File: config.mk
export PLATFORM = sky130hd
export DESIGN_NAME = udm_frame_decoder
export DESIGN_NICKNAME = d
export VERILOG_FILES = /design/src/rtl/udm_frame_pkg.sv /design/src/rtl/udm_gap_timer.sv /design/src/rtl/udm_frame_decoder.sv
export SDC_FILE = /design/constraint.sdc
export NUM_CORES = 1
export LEC_CHECK = 0
export ABC_AREA = 0
export CAP_MARGIN = 5
export CORE_MARGIN = 2
export CORE_UTILIZATION = 60
export CTS_BUF_LIST = sky130_fd_sc_hd__clkbuf_4 sky130_fd_sc_hd__clkbuf_8
export DETAILED_ROUTE_END_ITERATION = 8
export GPL_TIMING_DRIVEN = 0
export PLACE_DENSITY_LB_ADDON = 0.15
export SYNTH_ARGS = -nofsm -noshare
export SYNTH_HDL_FRONTEND = slang
export SYNTH_HIERARCHICAL = 1
export SYNTH_SLANG_ARGS = --single-unit
export TNS_END_PERCENT = 20
File: constraint.sdc
create_clock -name clk_i -period 14.3 [get_ports clk_i]
set_clock_uncertainty 0.2 [all_clocks]
set_input_delay 2.86 -clock clk_i [delete_from_list [all_inputs] [get_ports clk_i]]
set_output_delay 2.86 -clock clk_i [all_outputs]
set_load 0.02 [all_outputs]
File: src/rtl/udm_frame_pkg.sv
`default_nettype none
// +--------------------------------------------------------------------+
// | udm_frame_pkg : shared constants and types for the UDM frame parser |
// | rev 1.0                                                             |
// +--------------------------------------------------------------------+
package udm_frame_pkg;

  localparam logic [7:0] SYNC_BYTE = 8'h55;
  localparam logic [7:0] ESC_BYTE  = 8'h5A;
  localparam logic [7:0] CMD_WR    = 8'h81;
  localparam logic [7:0] CMD_RD    = 8'h82;

  localparam int BITPERIOD_W = 29;

  localparam logic [2:0] ST_IDLE = 3'd0;
  localparam logic [2:0] ST_CMD  = 3'd1;
  localparam logic [2:0] ST_ADDR = 3'd2;
  localparam logic [2:0] ST_DATA = 3'd3;
  localparam logic [2:0] ST_REQ  = 3'd4;

  typedef enum logic [2:0] {
    S_IDLE = ST_IDLE,
    S_CMD  = ST_CMD,
    S_ADDR = ST_ADDR,
    S_DATA = ST_DATA,
    S_REQ  = ST_REQ
  } state_e;

  // Fields arrive LSB first, so each new byte enters at the top.
  function automatic logic [31:0] shift_in(input logic [31:0] word, input logic [7:0] b);
    return {b, word[31:8]};
  endfunction

endpackage
`default_nettype wire

File: src/rtl/udm_gap_timer.sv
`default_nettype none
// +--------------------------------------------------------------------+
// | udm_gap_timer : inter-byte silence detector, pulses on expiry       |
// | rev 1.0                                                             |
// +--------------------------------------------------------------------+
module udm_gap_timer
  import udm_frame_pkg::*;
#(
  parameter int MAX_SHIFT = 6,
  parameter int SHIFT_W   = $clog2(MAX_SHIFT + 2),
  parameter int CNT_W     = BITPERIOD_W + MAX_SHIFT
) (
  input  logic                   clk_i,
  input  logic                   rst_i,
  input  logic                   clear_i,
  input  logic                   enable_i,
  input  logic [BITPERIOD_W-1:0] bitperiod_i,
  input  logic [SHIFT_W-1:0]     shift_i,
  output logic                   expired_o
);

  logic [CNT_W-1:0] cnt_q;
  logic [CNT_W-1:0] cnt_d;
  logic [CNT_W-1:0] cnt_now;
  logic [CNT_W-1:0] limit;

  // cnt_now is the number of cycles elapsed since the last tick, counting this one.
  always_comb begin
    limit     = CNT_W'(bitperiod_i) << shift_i;
    cnt_now   = clear_i ? '0 : cnt_q + CNT_W'(1);
    cnt_d     = enable_i ? cnt_now : '0;
    expired_o = enable_i && !clear_i && (cnt_now == limit);
  end

  always_ff @(posedge clk_i) begin
    if (rst_i) begin
      cnt_q <= '0;
    end else begin
      cnt_q <= cnt_d;
    end
  end

endmodule
`default_nettype wire

File: src/rtl/udm_frame_decoder.sv
`default_nettype none
// +--------------------------------------------------------------------+
// | udm_frame_decoder : UART byte stream to single-word bus requests    |
// | rev 1.0                                                             |
// +--------------------------------------------------------------------+
module udm_frame_decoder
  import udm_frame_pkg::*;
#(
  parameter int TIMEOUT_SHIFT = 6
) (
  input  logic                   clk_i,
  input  logic                   rst_i,
  input  logic                   locked_i,
  input  logic [BITPERIOD_W-1:0] bitperiod_bi,
  input  logic                   rx_done_tick_i,
  input  logic [7:0]             rx_data_bi,
  output logic                   req_o,
  output logic                   we_o,
  output logic [31:0]            addr_bo,
  output logic [31:0]            wdata_bo,
  input  logic                   ack_i,
  output logic                   err_tick_o,
  output logic                   overrun_tick_o
);

  localparam int SHIFT_W = $clog2(TIMEOUT_SHIFT + 2);

  state_e      state_q, state_d;
  logic        esc_q, esc_d;
  logic [1:0]  bcnt_q, bcnt_d;
  logic        req_q, req_d;
  logic        we_q, we_d;
  logic [31:0] addr_q, addr_d;
  logic [31:0] wdata_q, wdata_d;
  logic        err_q, err_d;
  logic        ovr_q, ovr_d;

  logic tick_ok;
  logic in_frame;
  logic expired;

  assign tick_ok  = rx_done_tick_i & locked_i;
  assign in_frame = (state_q == S_CMD) || (state_q == S_ADDR) || (state_q == S_DATA);

  udm_gap_timer #(
    .MAX_SHIFT (TIMEOUT_SHIFT),
    .SHIFT_W   (SHIFT_W)
  ) u_gap_timer (
    .clk_i       (clk_i),
    .rst_i       (rst_i),
    .clear_i     (tick_ok),
    .enable_i    (in_frame),
    .bitperiod_i (bitperiod_bi),
    .shift_i     (SHIFT_W'(TIMEOUT_SHIFT)),
    .expired_o   (expired)
  );

  always_comb begin
    state_d = state_q;
    esc_d   = esc_q;
    bcnt_d  = bcnt_q;
    req_d   = req_q;
    we_d    = we_q;
    addr_d  = addr_q;
    wdata_d = wdata_q;
    err_d   = 1'b0;
    ovr_d   = 1'b0;

    if (state_q == S_REQ) begin
      // A pending request owns the fields; any arriving byte is lost.
      if (tick_ok) ovr_d = 1'b1;
      if (ack_i) begin
        req_d   = 1'b0;
        state_d = S_IDLE;
      end
    end else if (!locked_i) begin
      state_d = S_IDLE;
      esc_d   = 1'b0;
      bcnt_d  = 2'd0;
    end else if (expired) begin
      err_d   = 1'b1;
      state_d = S_IDLE;
      esc_d   = 1'b0;
      bcnt_d  = 2'd0;
    end else if (rx_done_tick_i) begin
      if (!esc_q && rx_data_bi == SYNC_BYTE) begin
        state_d = S_CMD;
        bcnt_d  = 2'd0;
        esc_d   = 1'b0;
      end else if (!esc_q && rx_data_bi == ESC_BYTE) begin
        esc_d = 1'b1;
      end else begin
        esc_d = 1'b0;
        case (state_q)
          S_CMD: begin
            if (rx_data_bi == CMD_WR) begin
              we_d    = 1'b1;
              bcnt_d  = 2'd0;
              state_d = S_ADDR;
            end else if (rx_data_bi == CMD_RD) begin
              we_d    = 1'b0;
              bcnt_d  = 2'd0;
              state_d = S_ADDR;
            end else begin
              err_d   = 1'b1;
              state_d = S_IDLE;
            end
          end
          S_ADDR: begin
            addr_d = shift_in(addr_q, rx_data_bi);
            bcnt_d = bcnt_q + 2'd1;
            if (bcnt_q == 2'd3) begin
              state_d = we_q ? S_DATA : S_REQ;
              req_d   = !we_q;
            end
          end
          S_DATA: begin
            wdata_d = shift_in(wdata_q, rx_data_bi);
            bcnt_d  = bcnt_q + 2'd1;
            if (bcnt_q == 2'd3) begin
              state_d = S_REQ;
              req_d   = 1'b1;
            end
          end
          default: ;
        endcase
      end
    end
  end

  always_ff @(posedge clk_i) begin
    if (rst_i) begin
      state_q <= S_IDLE;
      esc_q   <= 1'b0;
      bcnt_q  <= 2'd0;
      req_q   <= 1'b0;
      we_q    <= 1'b0;
      addr_q  <= 32'd0;
      wdata_q <= 32'd0;
      err_q   <= 1'b0;
      ovr_q   <= 1'b0;
    end else begin
      state_q <= state_d;
      esc_q   <= esc_d;
      bcnt_q  <= bcnt_d;
      req_q   <= req_d;
      we_q    <= we_d;
      addr_q  <= addr_d;
      wdata_q <= wdata_d;
      err_q   <= err_d;
      ovr_q   <= ovr_d;
    end
  end

  assign req_o          = req_q;
  assign we_o           = we_q;
  assign addr_bo        = addr_q;
  assign wdata_bo       = wdata_q;
  assign err_tick_o     = err_q;
  assign overrun_tick_o = ovr_q;

endmodule
`default_nettype wire

==> impl_metrics.tcl <==
set metrics [dict create \
    status "complete, no violations" \
    start_util_pct 61.78 \
    worst_slack_ns 5.916 \
    worstPathCellList "clkdlybuf4s50_1 > and2_1 > clkbuf_1 > buf_1 > clkbuf_1 > a31oi_1 > mux2i_1 > a21oi_1 > nor4_1 > o2111ai_1 > nor4_2 > nand2b_1 > or2_2 > nor2_1 > a221oi_1 > mux2i_1" \
    drv_slew 0 \
    synth_area_um2 6726 \
    dp_slack_ns 5.824 \
    max_freq_ghz 0.1193 \
    end_kind "flop" \
    grt_pass1_wl_um 29410 \
    n_antenna_cell 0 \
    grt_pass1_vias 5974 \
    yosysSeqAreaShare_pct 32.44 \
    drtPass1Iterations 7 \
    area_delta_synth_final_pct 22.49 \
    yosys-mux-area-fraction_pct 12.05 \
    synth_fa_ha_area_share_pct 0.3720 \
    cp_top_family "buffers and inverters" \
    worstMarginPinSlew_ns 0.8716 \
    rsz0062_at_grt "no" \
    powerDensity_nw_per_um2 72.96 \
    dieArea_um2 12070 \
    crit_path_max_fanout 10 \
    io_buffers 108 \
    hold_viol_final 0 \
    core_region_area_um2 10890 \
    synth_top_family_by_area "simple AND/OR/NAND/NOR gates" \
    synth_compound_area_share_pct 15.83 \
    yosysWarnings 6 \
    cts_setup_buffers 0 \
    routed_via_density 6.058 \
    multi_input_area_um2 4304 \
    clockRootBuffer "clkbuf_8" \
    syn_avg_cell_area_um2 7.989 \
    max_stage_delay_ns 0.72 \
    final_nets 1012 \
    wl_per_cell_um 16.76 \
    synthDistinctLibCells 79 \
    synth-seq-cells 109 \
    cts_resized 0 \
    place_hpwl_um 14110 \
    totalPowerFinal_uw 601.1 \
    drt-initial-drc-count 700 \
    holdBufCountCts 0 \
    grt_use_total_pct 30.91 \
    grt_max_degree 19 \
    setup_tns_ns 0 \
    synth_simple_gate_area_share_pct 28.76 \
    cts_tree "done" \
    overflow 0 \
    antenna_found_initial 0 \
    cap_violations 0 \
    postRouteAntennaNets 0 \
    post-route-min-period_ns 8.384 \
    cp.required_ns 14.41 \
    clk_latency_ns 0.38 \
    slowest_stage "a221oi_1" \
    clock_path_buffers 2 \
    cts_made_buffers 9 \
    critPathBufInv 4 \
    critPathArrivalTime_ns 8.50 \
    synth_xor_area_share_pct 6.473 \
    drcViolationCount 0 \
    wirelength_um 18650 \
    drive_gt1_share_pct 6.886 \
    critPathLaunchType "primary input" \
    vdd_drop_max_mv 0.07308 \
    design.portCount 110 \
    fin_crit_sh_pct 58.63 \
    via_count 6743 \
    hold_slack_ns 0.2591 \
    clkSinkCount 109 \
    htreeDepth 3 \
    clk_pin_slew_ns 0.10 \
    r2r_slack_ns 8.75 \
    hp-class "reg -> reg" \
    synthCells 842 \
    die_w_um 109.9 \
    num-fill-cells 867 \
    seqCellArea_um2 2182 \
    synthFlopType "dfxtp_1" \
    std_cell_rows 38 \
    gp_congestion 0.9565 \
    synth_edf_count 0 \
    slew_headroom_pct 41.41 \
    setup_viol 0 \
    die_h_um 109.9 \
    leakagePower_uw 0.002696 \
    synth-async-reset-ratio_pct 0 \
    path_class "in -> reg" \
]
==> worst reg2reg max path, stage by stage (launching register included) <==
cell and delay [ns]:
dfxtp_1 0.43, ha_1 0.26, nand4_1 0.29, o21a_1 0.27
o21ai_0 0.56, o2111ai_1 0.21, a2111o_1 0.39, nor4_1 0.62
o2111ai_1 0.30, nor4_2 0.40, nand2b_1 0.32, or2_2 0.19
nor2_1 0.05, a221oi_1 0.72, mux2i_1 0.28
==> metal layers <==
| metal | GRT usage, % | vias to the layer above | wire length [um] |
|---|---|---|---|
| li1 | - | 3266 | - |
| met1 | 43.33 | 3145 | 8215 |
| met2 | 47.28 | 303 | 8410 |
| met3 | 8.536 | 29 | 1753 |
| met4 | 7.052 | 0 | 273 |
| met5 | 0 | - | 0 |
==> report_power, final <==
part / total (uW) / internal, uW / switching [uW] / leakage, uW
clock: 212 / 105 / 107 / 0.000110
combinational: 85.7 / 39.2 / 46.5 / 0.00171
sequential: 303 / 303 / 0.0207 / 0.000877
total: 601 / 447 / 154 / 0.00270
==> worst paths after layout <==
kind                                   start                  endpoint  depth (start not counted)
min                 wdata_bo[6]$_SDFFE_PP0P_  wdata_bo[6]$_SDFFE_PP0P_                          2
max                                 locked_i   state_q[1]$_SDFFE_PP0P_                         16
min reg2reg         wdata_bo[6]$_SDFFE_PP0P_  wdata_bo[6]$_SDFFE_PP0P_                          2
max reg2reg  u_gap_timer/cnt_q[0]$_SDFF_PP0_   state_q[1]$_SDFFE_PP0P_                         14
==> area by class of cell <==
class                      count  area share, %
multi-input combinational    677          52.24
buffer                        52          2.733
sequential                   109          26.48
clock inverter                 6          1.124
clock buffer                  10          1.670
inverter                      11         0.5011
tap                          140          2.126
timing repair buffer         108          13.12
==> cell families (layout without fill, tap and decap cells) <==
kind of cell | Yosys count | in the layout
adders and majority gates | 2 | 2
buffers and inverters | 63 | 187
AOI/OAI and AO/OA | 168 | 168
other | 2 | 9
and+or+nand+nor | 382 | 382
xor gates and xnor gates | 48 | 48
DFF | 109 | 109
muxes | 68 | 68
==> registers in the layout, indices dropped and copies added, names as in the netlist <==
name / cells
u_gap_timer/cnt_q: 35
addr_bo: 32
wdata_bo: 32
state_q: 3
bcnt_q: 2
err_tick_o: 1
esc_q: 1
overrun_tick_o: 1
req_o: 1
we_o: 1
==> synthesized netlist by cell type (all sizes together), types with 11 or more instances <==
master | n | area [um2]
or4 | 12 | 101.3
xor2 | 16 | 140.1
xnor2 | 31 | 271.5
nor2 | 67 | 251.5
nor4 | 14 | 100.1
buf | 13 | 78.82
o21ai | 12 | 60.05
dfxtp | 109 | 2182
nor3 | 19 | 100.1
nand4 | 17 | 127.6
nand2 | 156 | 585.6
a21oi | 96 | 484.2
nand3 | 24 | 125.1
nor2b | 15 | 93.84
inv | 11 | 41.29
mux2 | 11 | 127.6
clkbuf | 39 | 146.4
mux2i | 48 | 480.5
nand2b | 13 | 81.33
==> cells in the final DEF, fill, tap and decap left out, types with 10 or more instances in the layout <==
master	Yosys	layout
nand2_1	156	156
nor2_1	67	67
clkbuf_8	0	10
clkdlybuf4s50_1	0	108
clkbuf_1	39	39
mux2_2	10	10
nand2b_1	13	13
dfxtp_1	109	109
mux2i_1	48	48
nand4_1	15	15
inv_1	10	10
a21oi_1	95	95
nor4_1	12	12
xnor2_1	31	31
nor2b_1	15	15
o21ai_0	11	11
xor2_1	16	16
nor3_1	18	18
nand3_1	23	23
==> through the flow <==
stage                     util, %  cell area (um2)  instances
final                       75.67             8239       1113
after global routing        75.67             8239       1113
after CTS                   75.67             8239       1113
after detailed placement    73.56             8009       1097
after global placement      73.56             8009       1097
after floorplan                 -             6753        849
(Power assumes the default switching activity.)
